File: src/rtl/lcd_i2c_encoder.sv
// Expands one HD44780 transfer (RS + byte) into the PCF8574 4-bit-mode command-word stream
// {cmd[2:0], data[7:0]} with START/address/STOP framing and an optional post-STOP hold-off.
module lcd_i2c_encoder #(
  parameter logic [6:0]  I2C_ADDR      = 7'h27,
  parameter logic [2:0]  CMD_START     = 3'd1,
  parameter logic [2:0]  CMD_WRITE     = 3'd2,
  parameter logic [2:0]  CMD_STOP      = 3'd3,
  parameter logic [19:0] LONG_WAIT_CYC = 20'd0
) (
  input  logic        clk_i,
  input  logic        reset_i,
  input  logic        lcd_valid_i,
  output logic        lcd_ready_o,
  input  logic        lcd_rs_i,
  input  logic [7:0]  lcd_data_i,
  input  logic        lcd_nibble_only_i,
  input  logic        lcd_long_wait_i,
  input  logic        backlight_i,
  output logic        cmd_valid_o,
  input  logic        cmd_ready_i,
  output logic [10:0] cmd_word_o,
  output logic        busy_o
);

  typedef enum logic [3:0] {
    StIdle, StStart, StAddr, StHiEn, StHi, StLoEn, StLo, StStop, StWait
  } state_e;

  state_e      state_q, state_d;
  logic [19:0] cnt_q, cnt_d;
  logic        rs_q, nib_q, lw_q, bl_q;
  logic [7:0]  data_q;
  logic        capture;
  logic        accept;
  logic        valid_q, valid_d;
  logic        ready_q, ready_d;
  logic [10:0] word_q, word_d;

  assign accept = valid_q & cmd_ready_i;

  // Backpack pin map P7..P0: {D7..D4, BL, EN, RW, RS}.
  function automatic logic [7:0] exp_byte(input logic [3:0] nib, input logic en,
                                          input logic bl, input logic rs);
    return {nib, bl, en, 1'b0, rs};
  endfunction

  always_comb begin
    state_d = state_q;
    cnt_d   = cnt_q;
    capture = 1'b0;
    case (state_q)
      StIdle: begin
        if (lcd_valid_i) begin
          capture = 1'b1;
          state_d = StStart;
        end
      end
      StStart: if (accept) state_d = StAddr;
      StAddr:  if (accept) state_d = StHiEn;
      StHiEn:  if (accept) state_d = StHi;
      StHi:    if (accept) state_d = nib_q ? StStop : StLoEn;
      StLoEn:  if (accept) state_d = StLo;
      StLo:    if (accept) state_d = StStop;
      StStop: begin
        if (accept) begin
          if (lw_q && (LONG_WAIT_CYC != 20'd0)) begin
            state_d = StWait;
            cnt_d   = LONG_WAIT_CYC - 20'd1;
          end else begin
            state_d = StIdle;
          end
        end
      end
      StWait: begin
        if (cnt_q == 20'd0) state_d = StIdle;
        else                cnt_d   = cnt_q - 20'd1;
      end
      default: state_d = StIdle;
    endcase
  end

  // Outputs are decoded from the next state so they are registered alongside it.
  always_comb begin
    word_d  = 11'd0;
    valid_d = 1'b1;
    ready_d = (state_d == StIdle);
    case (state_d)
      StStart: word_d = {CMD_START, 8'h00};
      StAddr:  word_d = {CMD_WRITE, I2C_ADDR, 1'b0};
      StHiEn:  word_d = {CMD_WRITE, exp_byte(data_q[7:4], 1'b1, bl_q, rs_q)};
      StHi:    word_d = {CMD_WRITE, exp_byte(data_q[7:4], 1'b0, bl_q, rs_q)};
      StLoEn:  word_d = {CMD_WRITE, exp_byte(data_q[3:0], 1'b1, bl_q, rs_q)};
      StLo:    word_d = {CMD_WRITE, exp_byte(data_q[3:0], 1'b0, bl_q, rs_q)};
      StStop:  word_d = {CMD_STOP, 8'h00};
      default: valid_d = 1'b0;
    endcase
  end

  always_ff @(posedge clk_i or posedge reset_i) begin
    if (reset_i) begin
      state_q <= StIdle;
      cnt_q   <= 20'd0;
      valid_q <= 1'b0;
      ready_q <= 1'b1;
      word_q  <= 11'd0;
    end else begin
      state_q <= state_d;
      cnt_q   <= cnt_d;
      valid_q <= valid_d;
      ready_q <= ready_d;
      word_q  <= word_d;
    end
  end

  always_ff @(posedge clk_i or posedge reset_i) begin
    if (reset_i) begin
      rs_q   <= 1'b0;
      data_q <= 8'h00;
      nib_q  <= 1'b0;
      lw_q   <= 1'b0;
      bl_q   <= 1'b0;
    end else if (capture) begin
      rs_q   <= lcd_rs_i;
      data_q <= lcd_data_i;
      nib_q  <= lcd_nibble_only_i;
      lw_q   <= lcd_long_wait_i;
      bl_q   <= backlight_i;
    end
  end

  assign lcd_ready_o = ready_q;
  assign busy_o      = ~ready_q;
  assign cmd_valid_o = valid_q;
  assign cmd_word_o  = word_q;

endmodule

File: config.mk
export PLATFORM = sky130hd
export DESIGN_NAME = lcd_i2c_encoder
export DESIGN_NICKNAME = d
export VERILOG_FILES = /design/src/rtl/lcd_i2c_encoder.sv
export SDC_FILE = /design/constraint.sdc
export NUM_CORES = 1
export LEC_CHECK = 0
export ABC_AREA = 1
export ABC_CLOCK_PERIOD_IN_PS = 2000
export CAP_MARGIN = 20
export CORE_MARGIN = 1
export CORE_UTILIZATION = 50
export CTS_CLUSTER_SIZE = 16
export DETAILED_ROUTE_END_ITERATION = 7
export GPL_ROUTABILITY_DRIVEN = 0
export PLACE_DENSITY = 0.77
export SLEW_MARGIN = 15
export SYNTH_ARGS = -nofsm -noshare
export SYNTH_HDL_FRONTEND = slang
export SYNTH_SLANG_ARGS = --single-unit
File: constraint.sdc
create_clock -name clk_i -period 2 [get_ports clk_i]
set_input_delay 0.4 -clock clk_i [delete_from_list [all_inputs] [get_ports clk_i]]
set_output_delay 0.4 -clock clk_i [all_outputs]
set_load 0.05 [all_outputs]
==> results by stage, run 1 <==
Die:
- The die area is ~5300 um2.
- The die is 72.5 um tall.
- Measured along the x axis, the die boundary spans about 73 um.
- During I/O placement, the number of pins put on the boundary was 30.
- The initial core utilization is 0.523.
- In this run the core area contains 25 standard-cell rows.
- The area of the placeable core is between 4000 and 5000 um2.

Global route:
- The first-pass GRT wire length is 7960 um.
- The number of global-route vias before repair is roughly 1900.
- In this run the most used layer during global routing was met2.
- The combined global-route utilization of all metal layers is 0.198.
- For this run, global-route usage on met3 was measured as 0.0333.
- The overall overflow remaining after global route is 0.
- The largest net degree at the start of global routing is 27.
- The number of antenna violations at the first check in global routing is 0.
- The met2 track demand over resource in global routing is 0.332.
- In the global route stage, met1 resource usage came out at 0.257.

CTS:
- The TritonCTS clock tree is yes.
- The tree built by TritonCTS fans out to 47 sinks.
- The number of hold buffers added after cts is 0.
- The master cell of the clock root buffer is sky130_fd_sc_hd__clkbuf_8.
- In this run the number of H-tree levels came out at 2.
- For the worst-skew pair, the clock arrives at the later sink with an insertion delay of ~300 ps.
- The maximum buffer depth of the clock tree is 2.
- The number of clock buffers added by TritonCTS is 5.
- The CTS clock-pin slew for the worst setup and hold paths is about 90 ps.
- After clock tree synthesis, the setup repair step added 0 buffers.

Run:
- The max-capacitance violation count is 0.

STA:
- The maximum clock skew at final layout is roughly 9.0 ps.
- Of the available clock period, the critical path in the final layout requires 0.978.
- The max-slew violation count came to 0.
- Summed over all failing endpoints, the final setup total negative slack is 0 ps.
- The clock period minus final worst setup slack is ~2000 ps.
- The number of hold-slack violations in the final timing report is 0.
- For the pin with the worst max-slew slack, the measured transition is around 510 ps.
- Setup violations remaining at the end of the flow were counted as 0.
- Setup repair after global routing left no endpoint under its margin.
- The max-slew headroom at the worst pin is 0.662.
- The upper clock frequency limit is ~510 MHz.

Drt:
- The remaining number of nets flagged by the antenna check after routing is 0.
- In the routed design, unresolved DRC markers number 0.
- After detailed routing, the number of vias per cell comes to a little under 5.
- The number of DRC markers after the initial detailed-route iteration is 50.
- The detailed-router iteration count before antenna repair is 4.
- The routed wire length per instance is between 10 and 15 um.
- The overall routed net length is around 4500 um.
- The via count of the routed design is approximately 1900.

Power and ir drop:
- For this design the ratio of total power to cell area is 1340 nW/um2.
- The total chip power is 3.98 mW.
- For this design the static power due to leakage is 1.48 nW.
- The worst voltage drop across the vdd grid is 0.000625 V.

Yosys:
- The prevailing post-synth register cell is sky130_fd_sc_hd__dfrtp_1.
- The async set-or-reset flop fraction in the synthesized netlist is 1.00.
- Of all cell types, the one taking the most synthesized area is sky130_fd_sc_hd__dfrtp_1.
- In this run, distinct cell masters in the synthesized netlist total 38.
- The share of synthesized area in the top cell type comes to 0.463.
- The count of mapped cells out of synthesis is 270.
- The synthesized flop and latch total is 47.
- For this run, the register share of the synthesized area comes to 0.474.
- By area, the combinational part of the netlist is dominated by simple AND/OR/NAND/NOR gates.
- In this run the mean area of a mapped cell was 9.21 um2.
- The most common cell in the synthesized netlist is sky130_fd_sc_hd__nand2_1.
- The number of nets produced by synthesis is between 200 and 300.
- Yosys attributes the largest share of cell area to sky130_fd_sc_hd__dfrtp_1 46%, sky130_fd_sc_hd__nand2_1 9.4%, sky130_fd_sc_hd__mux2_2 4.5%, sky130_fd_sc_hd__nor2_1 4.4%, sky130_fd_sc_hd__nand2_2 3.3%.
- By count the netlist is led by 62 x sky130_fd_sc_hd__nand2_1, 46 x sky130_fd_sc_hd__dfrtp_1, 29 x sky130_fd_sc_hd__nor2_1, 17 x sky130_fd_sc_hd__inv_1, 13 x sky130_fd_sc_hd__nand2_2.
- The post-synthesis cell area is 2490 um2.
- Of the total synthesized cell area, the portion taken by AND, OR, NAND and NOR gates is 0.329.
- The count of flip-flops with a built-in enable after synthesis is 0.
- Of the total synthesized cell area, the portion taken by XOR and XNOR cells is 0.0528.
- The share of the synthesized area in compound gates (AO/OA/AOI/OAI) came to 0.0398.
- The post-synthesis adder-cell area fraction is 0.00503.
- During synthesis, Yosys emitted a total of 0 warnings.
- The proportion of synthesized area in mux cells is 0.0453.

Placement:
- The HPWL after detailed placement is 3370 um.
- The count of input and output buffers is 27.

Layout:
- The post-layout net count is between 300 and 400.
- The final-layout fill cell count is 405.
- Relative to the synthesized area, the layout overhead comes to 19.3%.
- The share of layout cells above drive strength 1 is 0.244.
- The share of the core filled with cells is 0.624.
- The number of antenna diodes in the final layout is 0.

Critical path:
- Traced cell by cell, the critical path runs through inv_1 -> clkdlybuf4s50_1.
- For the worst setup path, the data required time is ~1600 ps.
- Counting both buffers and inverters, the worst setup path holds a total of 2.
- The arrival time at the worst endpoint is around 1600 ps.
- The family with the most delay on the worst path is buffers and inverters.
- The worst setup path is launched from a flip-flop.
- The largest incremental delay on the critical path is roughly 700 ps.
- The largest driver fanout on the critical path is 2.
- The slowest stage cell on the critical path is sky130_fd_sc_hd__clkdlybuf4s50_1.
- The worst setup path is of the reg -> out kind.
- STA classifies the critical path endpoint as an output port.

Outcome:
- The flow ran to the end, and the final reports show no timing, DRC or antenna violations.

Hold path:
- The tightest min-delay check is of the in -> async type.
layout make-up:
type | instances | area, um2 | share of cell area
sequential | 47 | 1180 | 0.397
multi-input combinational | 193 | 1180 | 0.397
timing repair buffer | 32 | 318 | 0.107
inverter | 27 | 110 | 0.0371
tap | 67 | 83.8 | 0.0283
clock buffer | 6 | 82.6 | 0.0278
clock inverter | 2 | 16.3 | 0.00549
power breakdown:
part | switching, mW | total (mW) | internal, mW
clock network | 0.323 | 0.605 | 0.282
logic | 1.31 | 2.02 | 0.709
registers | 0.154 | 1.36 | 1.20
total | 1.79 | 3.98 | 2.20
flip-flops by register name, indices dropped and copies added (netlist names):
| register | count |
|---|---|
| bl_q | 1 |
| state_q | 4 |
| cnt_q | 20 |
| lcd_ready_o | 1 |
| cmd_word_o | 10 |
| data_q | 8 |
| cmd_valid_o | 1 |
| nib_q | 1 |
| rs_q | 1 |
timing repair:
action / CTS / global route
hold endpoints to repair: 0 / 0
resized for setup: 0 / 2
setup endpoints to repair: 0 / 1
stage by stage:
stage	hold WS [ps]	worst slack, ps	instance area [um2]	cells
final	426	44.1	2970	374
after global routing	462	2.40	2970	374
after CTS	436	35.5	2960	374
after detailed placement	446	-39.4	2860	366
after global placement	447	5.53	2860	366
after floorplan	436	261	2490	270
layer usage:
metal	wire (um)	up-vias
met5	0	-
met4	78	0
met3	108	7
met2	2170	28
met1	2150	882
li1	-	934
cell usage in the layout, fill, tap and decap left out, types with 2 or more instances in the layout:
cell                              netlist  routed
sky130_fd_sc_hd__xnor2_1                7       7
sky130_fd_sc_hd__inv_1                 17      16
sky130_fd_sc_hd__mux2_2                10      10
sky130_fd_sc_hd__a21oi_2                2       2
sky130_fd_sc_hd__nand3_1                9       9
sky130_fd_sc_hd__o211ai_1               2       2
sky130_fd_sc_hd__clkdlybuf4s50_1        0      26
sky130_fd_sc_hd__o21ai_1                4       4
sky130_fd_sc_hd__inv_2                  8       8
sky130_fd_sc_hd__nor2_4                 5       5
sky130_fd_sc_hd__xor2_1                 8       8
sky130_fd_sc_hd__nand2_1               62      62
sky130_fd_sc_hd__clkbuf_8               0       6
sky130_fd_sc_hd__buf_4                  1       5
sky130_fd_sc_hd__nand2_2               13      13
sky130_fd_sc_hd__nand4_1                9       9
sky130_fd_sc_hd__o21ai_0                3       3
sky130_fd_sc_hd__nand3_2                3       3
sky130_fd_sc_hd__nor3_1                 2       2
sky130_fd_sc_hd__nor2_2                 7       7
sky130_fd_sc_hd__dfrtp_1               46      46
sky130_fd_sc_hd__nand3b_1               2       2
sky130_fd_sc_hd__nor2_1                29      29
sky130_fd_sc_hd__nand3_4                3       3
sky130_fd_sc_hd__a21oi_1                3       3
logic make-up (layout without fill, tap and decap cells):
group | after synthesis | count (layout)
and+or+nand+nor | 150 | 150
adders and majority gates | 1 | 1
AOI/OAI and AO/OA | 16 | 16
DFF | 47 | 47
buffers and inverters | 30 | 67
xor gates and xnor gates | 15 | 15
muxes | 10 | 10
other | 1 | 1
path summary, 6_finish.rpt:
| check | slack [ps] | cells past startpoint | to | from |
|---|---|---|---|---|
| setup / recovery | 40 | 2 | busy_o | lcd_ready_o |
| hold / removal | 430 | 2 | data_q[2] | reset_i |
| setup reg to reg | 240 | 11 | cnt_q[14] | cnt_q[0] |
| hold reg to reg | 470 | 2 | cmd_word_o[5] | data_q[1] |
| max in group asynchronous | 1070 | 3 | cmd_valid_o | reset_i |
| min in group clk_i | 470 | 2 | cmd_word_o[5] | data_q[1] |
Note: power is estimated with default switching activity, not from simulation.
==> run 2, diff against run 1 <==
Settings changed: CTS_CLUSTER_DIAMETER set to 60.
==> results of run 2 <==
The final DEF is identical to that of run 1; final timing and power are the same.
